$ cat src/rtl/sap_register_bank.sv
// General-purpose register bank for the 16-bit SAP datapath: NUM_REGS bus-loadable
// registers with in-place INC/DEC/SHL/SHR/CLR, two combinational read ports and carry/zero flags.
module sap_register_bank #(
  parameter int WIDTH    = 16,
  parameter int NUM_REGS = 4,
  parameter int SEL_W    = 2
) (
  input  logic             clk,
  input  logic             rst,
  input  logic [2:0]       op,
  input  logic [SEL_W-1:0] op_sel,
  input  logic [WIDTH-1:0] bus,
  input  logic [SEL_W-1:0] rd_sel_a,
  input  logic [SEL_W-1:0] rd_sel_b,
  output logic [WIDTH-1:0] out_a,
  output logic [WIDTH-1:0] out_b,
  output logic             carry,
  output logic             zero,
  output logic             op_valid
);

  typedef enum logic [2:0] {
    OP_NOP  = 3'b000,
    OP_LOAD = 3'b001,
    OP_INC  = 3'b010,
    OP_DEC  = 3'b011,
    OP_SHL  = 3'b100,
    OP_SHR  = 3'b101,
    OP_CLR  = 3'b110,
    OP_RSVD = 3'b111
  } op_e;

  logic [WIDTH-1:0] regs [NUM_REGS];
  logic [WIDTH-1:0] cur;
  logic [WIDTH-1:0] result;
  logic             res_carry;
  logic             sel_ok;
  logic             is_op;
  logic             apply;
  op_e              op_code;

  assign op_code = op_e'(op);

  // NOTE: every always_comb output gets a default first, so no path can infer a latch.
  always_comb begin
    cur    = '0;
    sel_ok = 1'b0;
    for (int i = 0; i < NUM_REGS; i++) begin
      if (op_sel == SEL_W'(i)) begin
        cur    = regs[i];
        sel_ok = 1'b1;
      end
    end
  end

  always_comb begin
    result    = cur;
    res_carry = 1'b0;
    is_op     = 1'b1;
    case (op_code)
      OP_LOAD: result = bus;
      OP_INC:  {res_carry, result} = {1'b0, cur} + {{WIDTH{1'b0}}, 1'b1};
      OP_DEC: begin
        result    = cur - {{(WIDTH-1){1'b0}}, 1'b1};
        res_carry = (cur == '0);
      end
      OP_SHL: begin
        result    = {cur[WIDTH-2:0], 1'b0};
        res_carry = cur[WIDTH-1];
      end
      OP_SHR: begin
        result    = {1'b0, cur[WIDTH-1:1]};
        res_carry = cur[0];
      end
      OP_CLR:  result = '0;
      default: is_op = 1'b0;  // NOP and the reserved code
    endcase
  end

  // An out-of-range target behaves like NOP: flags hold, op_valid drops.
  assign apply = sel_ok && is_op;

  // NOTE: the register array sits under the async reset because reset must clear every
  // register; a RAM-style array without reset would not meet that.
  always_ff @(posedge clk or negedge rst) begin
    if (!rst) begin
      for (int i = 0; i < NUM_REGS; i++) regs[i] <= '0;
      carry    <= 1'b0;
      zero     <= 1'b0;
      op_valid <= 1'b0;
    end else begin
      op_valid <= apply;
      if (apply) begin
        for (int i = 0; i < NUM_REGS; i++) begin
          if (op_sel == SEL_W'(i)) regs[i] <= result;
        end
        carry <= res_carry;
        zero  <= (result == '0);
      end
    end
  end

  // Reads come straight from state: a register being modified shows its old value until the edge.
  always_comb begin
    out_a = '0;
    out_b = '0;
    for (int i = 0; i < NUM_REGS; i++) begin
      if (rd_sel_a == SEL_W'(i)) out_a = regs[i];
      if (rd_sel_b == SEL_W'(i)) out_b = regs[i];
    end
  end

endmodule

$ cat config.mk
export PLATFORM = sky130hd
export DESIGN_NAME = sap_register_bank
export DESIGN_NICKNAME = d
export VERILOG_FILES = /design/src/rtl/sap_register_bank.sv
export SDC_FILE = /design/constraint.sdc
export NUM_CORES = 1
export LEC_CHECK = 0
export CORE_ASPECT_RATIO = 1.4
export CORE_MARGIN = 2
export CORE_UTILIZATION = 57
export DETAILED_ROUTE_END_ITERATION = 12
export PLACE_DENSITY = 0.82
export RECOVER_POWER = 100
export SLEW_MARGIN = 20
export SYNTH_ARGS = -nofsm -noshare
export SYNTH_HDL_FRONTEND = slang
export SYNTH_SLANG_ARGS = --single-unit
export TNS_END_PERCENT = 30
$ cat constraint.sdc
create_clock -name clk -period 3.5 [get_ports clk]
set_input_delay 0.35 -clock clk [delete_from_list [all_inputs] [get_ports clk]]
set_output_delay 0.35 -clock clk [all_outputs]
set_load 0.01 [all_outputs]
**Yosys cells after proc, flatten, opt, wreduce, memory -nomap -nowiden**

Index checks and enable logic that the tools add are counted.
W data, S select, Z words.

- Add/sub/neg operators: 2
- Muxes and demuxes: 19
- Equal/unequal tests: 15
- Div/mod/pow operators: 0
- $lt $le $gt $ge: 0
- Reduce and logical (&&, ||, !) cells: 11
- Bitwise logic cells: 0
- Shift operators: 0
- $mul: 0

Operator list:

| kind | number |
|---|---|
| $mux W16 | 12 |
| $pmux W16 S6 | 1 |
| $logic_not A16 Y1 | 2 |
| $add A16 B1 Y17 const B | 1 |
| $sub A16 B1 Y16 const B | 1 |
| $eq A2 B2 Y1 const B | 6 |
| $eq A3 B3 Y1 const B | 3 |
| $reduce_and A2 Y1 | 4 |
| $eq A2 B1 Y1 const B | 3 |
| $eq A3 B2 Y1 const B | 2 |
| $logic_not A2 Y1 | 3 |
| $reduce_or A6 Y1 | 1 |
| $mux W1 | 5 |
| $pmux W1 S4 | 1 |
| $eq A3 B1 Y1 const B | 1 |
| $logic_and A1 B1 Y1 | 1 |

- Bits in latches: 0
- RAM bits: 0
- Register bits: 67
- Input bits: 27
- Logic and storage cells: 54
- Bits in read-only memories: 0
- Memories kept: 0

**Logic depth before layout (Yosys ltp)**

- Depth in word-level cells: 8
- Mapped depth: 13

**Worst setup path before layout**

No wires, ideal clock.

- Path kind: input-to-reg
- Start: input port op_sel[0]
- End: register zero
- Setup time: 0.095 ns
- Path buffers: 2
- Arrival time: 3.154 ns
- Setup slack: 0.251 ns
- Cell stages on the path: 12
- Required time: 3.405 ns
- Cells stage by stage: buf_6 > buf_12 > mux4_2 > inv_1 > ha_1 > nor3b_1 > nand3_1 > xor2_1 > o221ai_2 > a2111o_1 > or4_1 > o31ai_1

- Longest elaborated chain between the ends: 8
- Elaborated cells on any way between the ends: 17

Ends and longest elaborated chain:

| what | line | source |
|---|---|---|
| start, declared | 11 | `input logic [SEL_W-1:0] op_sel,` |
| $logic_not A2 Y1 | 49 | `if (op_sel == SEL_W'(i)) begin` |
| $mux W16 (4 in a row) | 49 |  |
| $sub A16 B1 Y16 / $add A16 B1 Y17 (equally long branches) | 64, 62 |  |
| $pmux W16 S6 | 60 | `case (op_code)` |
| $logic_not A16 Y1 | 98 | `zero <= (result == '0);` |
| end signal, assigned | 98 |  |
| end, declared | 18 | `output logic zero,` |

Parallel ways exist; a longest one is shown, timed or not.
A chain may end at the register's enable or synchronous reset.

**Final worst setup path**

- Start: input port op[0]
- End: register regs[41] (netlist name)

- Longest elaborated chain between the ends: 5
- Elaborated cells on any way between the ends: 11

Ends and longest elaborated chain:

| what | line | source |
|---|---|---|
| start, declared | 10 | `input logic [2:0] op,` |
| $eq A3 B3 Y1 (tied with other cells) | 60 |  |
| $reduce_or A6 Y1 (no line) | - |  |
| $mux W1 | 60 |  |
| $logic_and A1 B1 Y1 | 81 | `assign apply = sel_ok && is_op;` |
| $reduce_and A2 Y1 (no line) | - |  |
| end signal, assigned by index | 95 | `if (op_sel == SEL_W'(i)) regs[i] <= result;` |
| end, declared | 33 | `logic [WIDTH-1:0] regs [NUM_REGS];` |

Parallel ways exist; a longest one is shown, timed or not.

==> results.md <==
- Synth-to-Final Area Change: 28.2%
- Critical Path RT: 3750 ps
- Post-synthesis mux area share: 0.242
- CP max FO: 17
- GR Overflow Total: 0
- Clock skew: about 11 ps
- CP Capture Type: flip-flop
- Total number of vias: a little under 5000
- Largest net degree at the start of global routing: 47
- Primary FF master, synth: dfrtp_1
- DP Wirelength: roughly 12 mm
- Worst slew pin tran: roughly 1300 ps
- Row count: 40
- Ranking of synthesized cells by area: dfrtp_1, mux4_2, a21oi_1, nor2_1, mux4_1
- Fin. Hold Viols: 0
- Die ar.: ~9500 µm²
- Top-level I/O count: 62
- Mapped cell area: 4990 µm²
- Top cell type's share of synthesized area: 0.336
- Register area share after synthesis: 0.336
- Lkg Pwr: between 2 and 2.5 nW
- Final TNS setup: 0 ps
- Vias in the first global route: ~5000
- Clock tree sinks: 67
- Post-Synth XOR/XNOR Area: 0.0474
- Initial DRC count: approximately 410
- Post-synthesis net count: 530
- Clock-pin slew on the worst setup and hold paths: about 50 ps
- Pre-antenna DRT Iters: 5
- HP Class: flip-flop to flip-flop
- Highest-delay cell along the critical path: nor2_1
- Largest family of logic cells by synthesized area: multiplexers
- Post-Synth Adder-Cell Area: 0.00501
- Sequential cell area: 1680 µm²
- Initial Util: 0.583
- Dpl cell area: 6130 µm²
- Clock buffer depth: 2
- Async S/R FF share, synth: 1.00
- CTS tree: built
- Startpoint Class: primary input
- Total of max-cap violations: 0
- Period utilisation layout: 0.925
- Total track usage: 0.357
- Final worst path period need: around 3200 ps
- Final setup vio count: 0
- Area taken by multi-input logic gates: ~3100 µm²
- Die Y: 115 µm
- Layout cells sized above 1: 0.225
- Buf/Inv on CP: 3
- Max frequency: ~310 MHz
- # port buffers: 61
- EDFF count, synth: 0
- Crit-path cells: dlygate4sd3_1 > and2_0 > a21o_1 > buf_4 > nor2_1 > buf_4 > nor2_1 > a21oi_1
- Synth Area in Simple Gates: 0.159
- Status: completed
- Yosys warns: 0
- Yosys reg bits: 67
- Pwr per Cell Area: 588 nW/µm²
- Filler cells: ~590
- Core Area: ~8600 µm²
- Total routed wirelength: roughly 16 mm
- CP top delay family: simple AND/OR/NAND/NOR gates
- Final antenna-violating net count: 0
- Initial antenna violation count: 0
- DIE WIDTH: a little over 80 µm
- VDD IR-drop max: roughly 0.00051 V
- First-pass GRT wire length: around 26 mm
- Drt wl/cell: approximately 23 µm
- Slowest stage delay, CP: around 990 ps
- Core Util, Final: 0.748
- Final cell count without fillers: between 700 and 800
- RD Place Congestion: between 0.9 and 1
- Vias/cell: about 7
- H-tree level count: 3
- CP Data Arrival Time: about 3500 ps
- Power consumption: between 3 and 4 mW
- Cell total after placement: 698
- Critical path type: primary input to flip-flop
- Slew headroom: 0.128
- Num CTS Buffers: 9
- Area leader, netlist: dfrtp_1
- Residual DRC: 0
- Post-synth cell types: 60
- RSZ-0062 raised after global routing: false
- Nets@finish: 634
- Complex-gate fraction of the synthesized area: 0.160
- Syn avg cell area: between 9 and 10 µm²
- Slew Viols, Final: 0
- Clock Tree Root: clkbuf_16
- Diode count: 0
- Most frequent cells in the layout: nor2_1, dfrtp_1, buf_4, a21oi_1, nand2_1
- Post-route cell area: ~6400 µm²
- Cells after Synth: ~500
- Clk_lat worst skew: ~340 ps
[logic make-up (layout without fill, tap and decap cells)]
logic type / Yosys count / count (layout)
compound gates: 130 / 130
xor+xnor: 27 / 27
fa+ha+maj: 2 / 2
buf+inv: 55 / 164
flops: 67 / 67
mux: 57 / 57
simple gates: 163 / 163
[synthesized netlist by cell type (4+ instances only)]
cell type and n:
xnor2_1 19, nor2_1 69, a31oi_1 23, inv_1 7, clkbuf_1 33, mux2_2 6
nor3_1 7, nand2_1 41, o21ai_0 20, nand3_1 8, xor2_1 8, a21oi_1 54
buf_2 7, nor4_1 5, dfrtp_1 67, mux4_1 8, nor2b_1 5, mux4_2 40
nand4_1 4
[sequential cells by signal, summed over array words and instances (netlist names)]
register and cells:
carry 1, regs 64, op_valid 1, zero 1
[metrics by stage]
step | hold WS [ps] | setup slack, ps
after floorplan | 54.4 | 251
after CTS | 531 | 86.1
after global routing | 562 | 121
after global placement | 343 | -108
after detailed placement | 350 | -240
final | 536 | 261
[final timing paths]
check	start	endpoint	slack, ps	cells past startpoint
worst max-delay path	op[0]	regs[41]$_DFFE_PN0P_	260	8
worst min-delay path	regs[53]$_DFFE_PN0P_	regs[53]$_DFFE_PN0P_	540	2
worst max register to register	regs[0]$_DFFE_PN0P_	zero$_DFFE_PN0P_	450	11
worst min register to register	regs[53]$_DFFE_PN0P_	regs[53]$_DFFE_PN0P_	540	2
max in group asynchronous	rst	regs[28]$_DFFE_PN0P_	900	3
min in group asynchronous	rst	regs[1]$_DFFE_PN0P_	820	2
[report_power, final]
| group | switching [mW] | internal [mW] |
|---|---|---|
| Sequential | 0.209 | 0.946 |
| Clock | 0.343 | 0.702 |
| Combinational | 0.774 | 0.786 |
[worst register-to-register path, delay by kind of cell (launching register included)]
family	cells	cell delay, ps
flops	1	450
buf+inv	2	270
fa+ha+maj	1	160
compound gates	3	730
mux	1	510
simple gates	3	700
xor+xnor	1	150
[layout make-up]
cell class | count | share of cell area
clock buffers | 13 | 0.0438
repair buffers | 140 | 0.179
inverters | 8 | 0.00469
clock inverters | 3 | 0.0106
multi-input cells | 379 | 0.479
flip-flops and latches | 67 | 0.262
well taps | 105 | 0.0205
[layer usage]
metal	share of wire	global-route usage
met1	0.37	0.450
met4	0.056	0.208
met5	0	0
met3	0.085	0.0682
met2	0.49	0.582
[timing repair]
action / in CTS / in global routing
gates resized for setup: 0 / 1
buffers inserted: 0 / 0
hold buffers: 1 / 0
setup endpoints to repair: 0 / 1
hold endpoints to repair: 9 / 0
(Power assumes the default switching activity.)
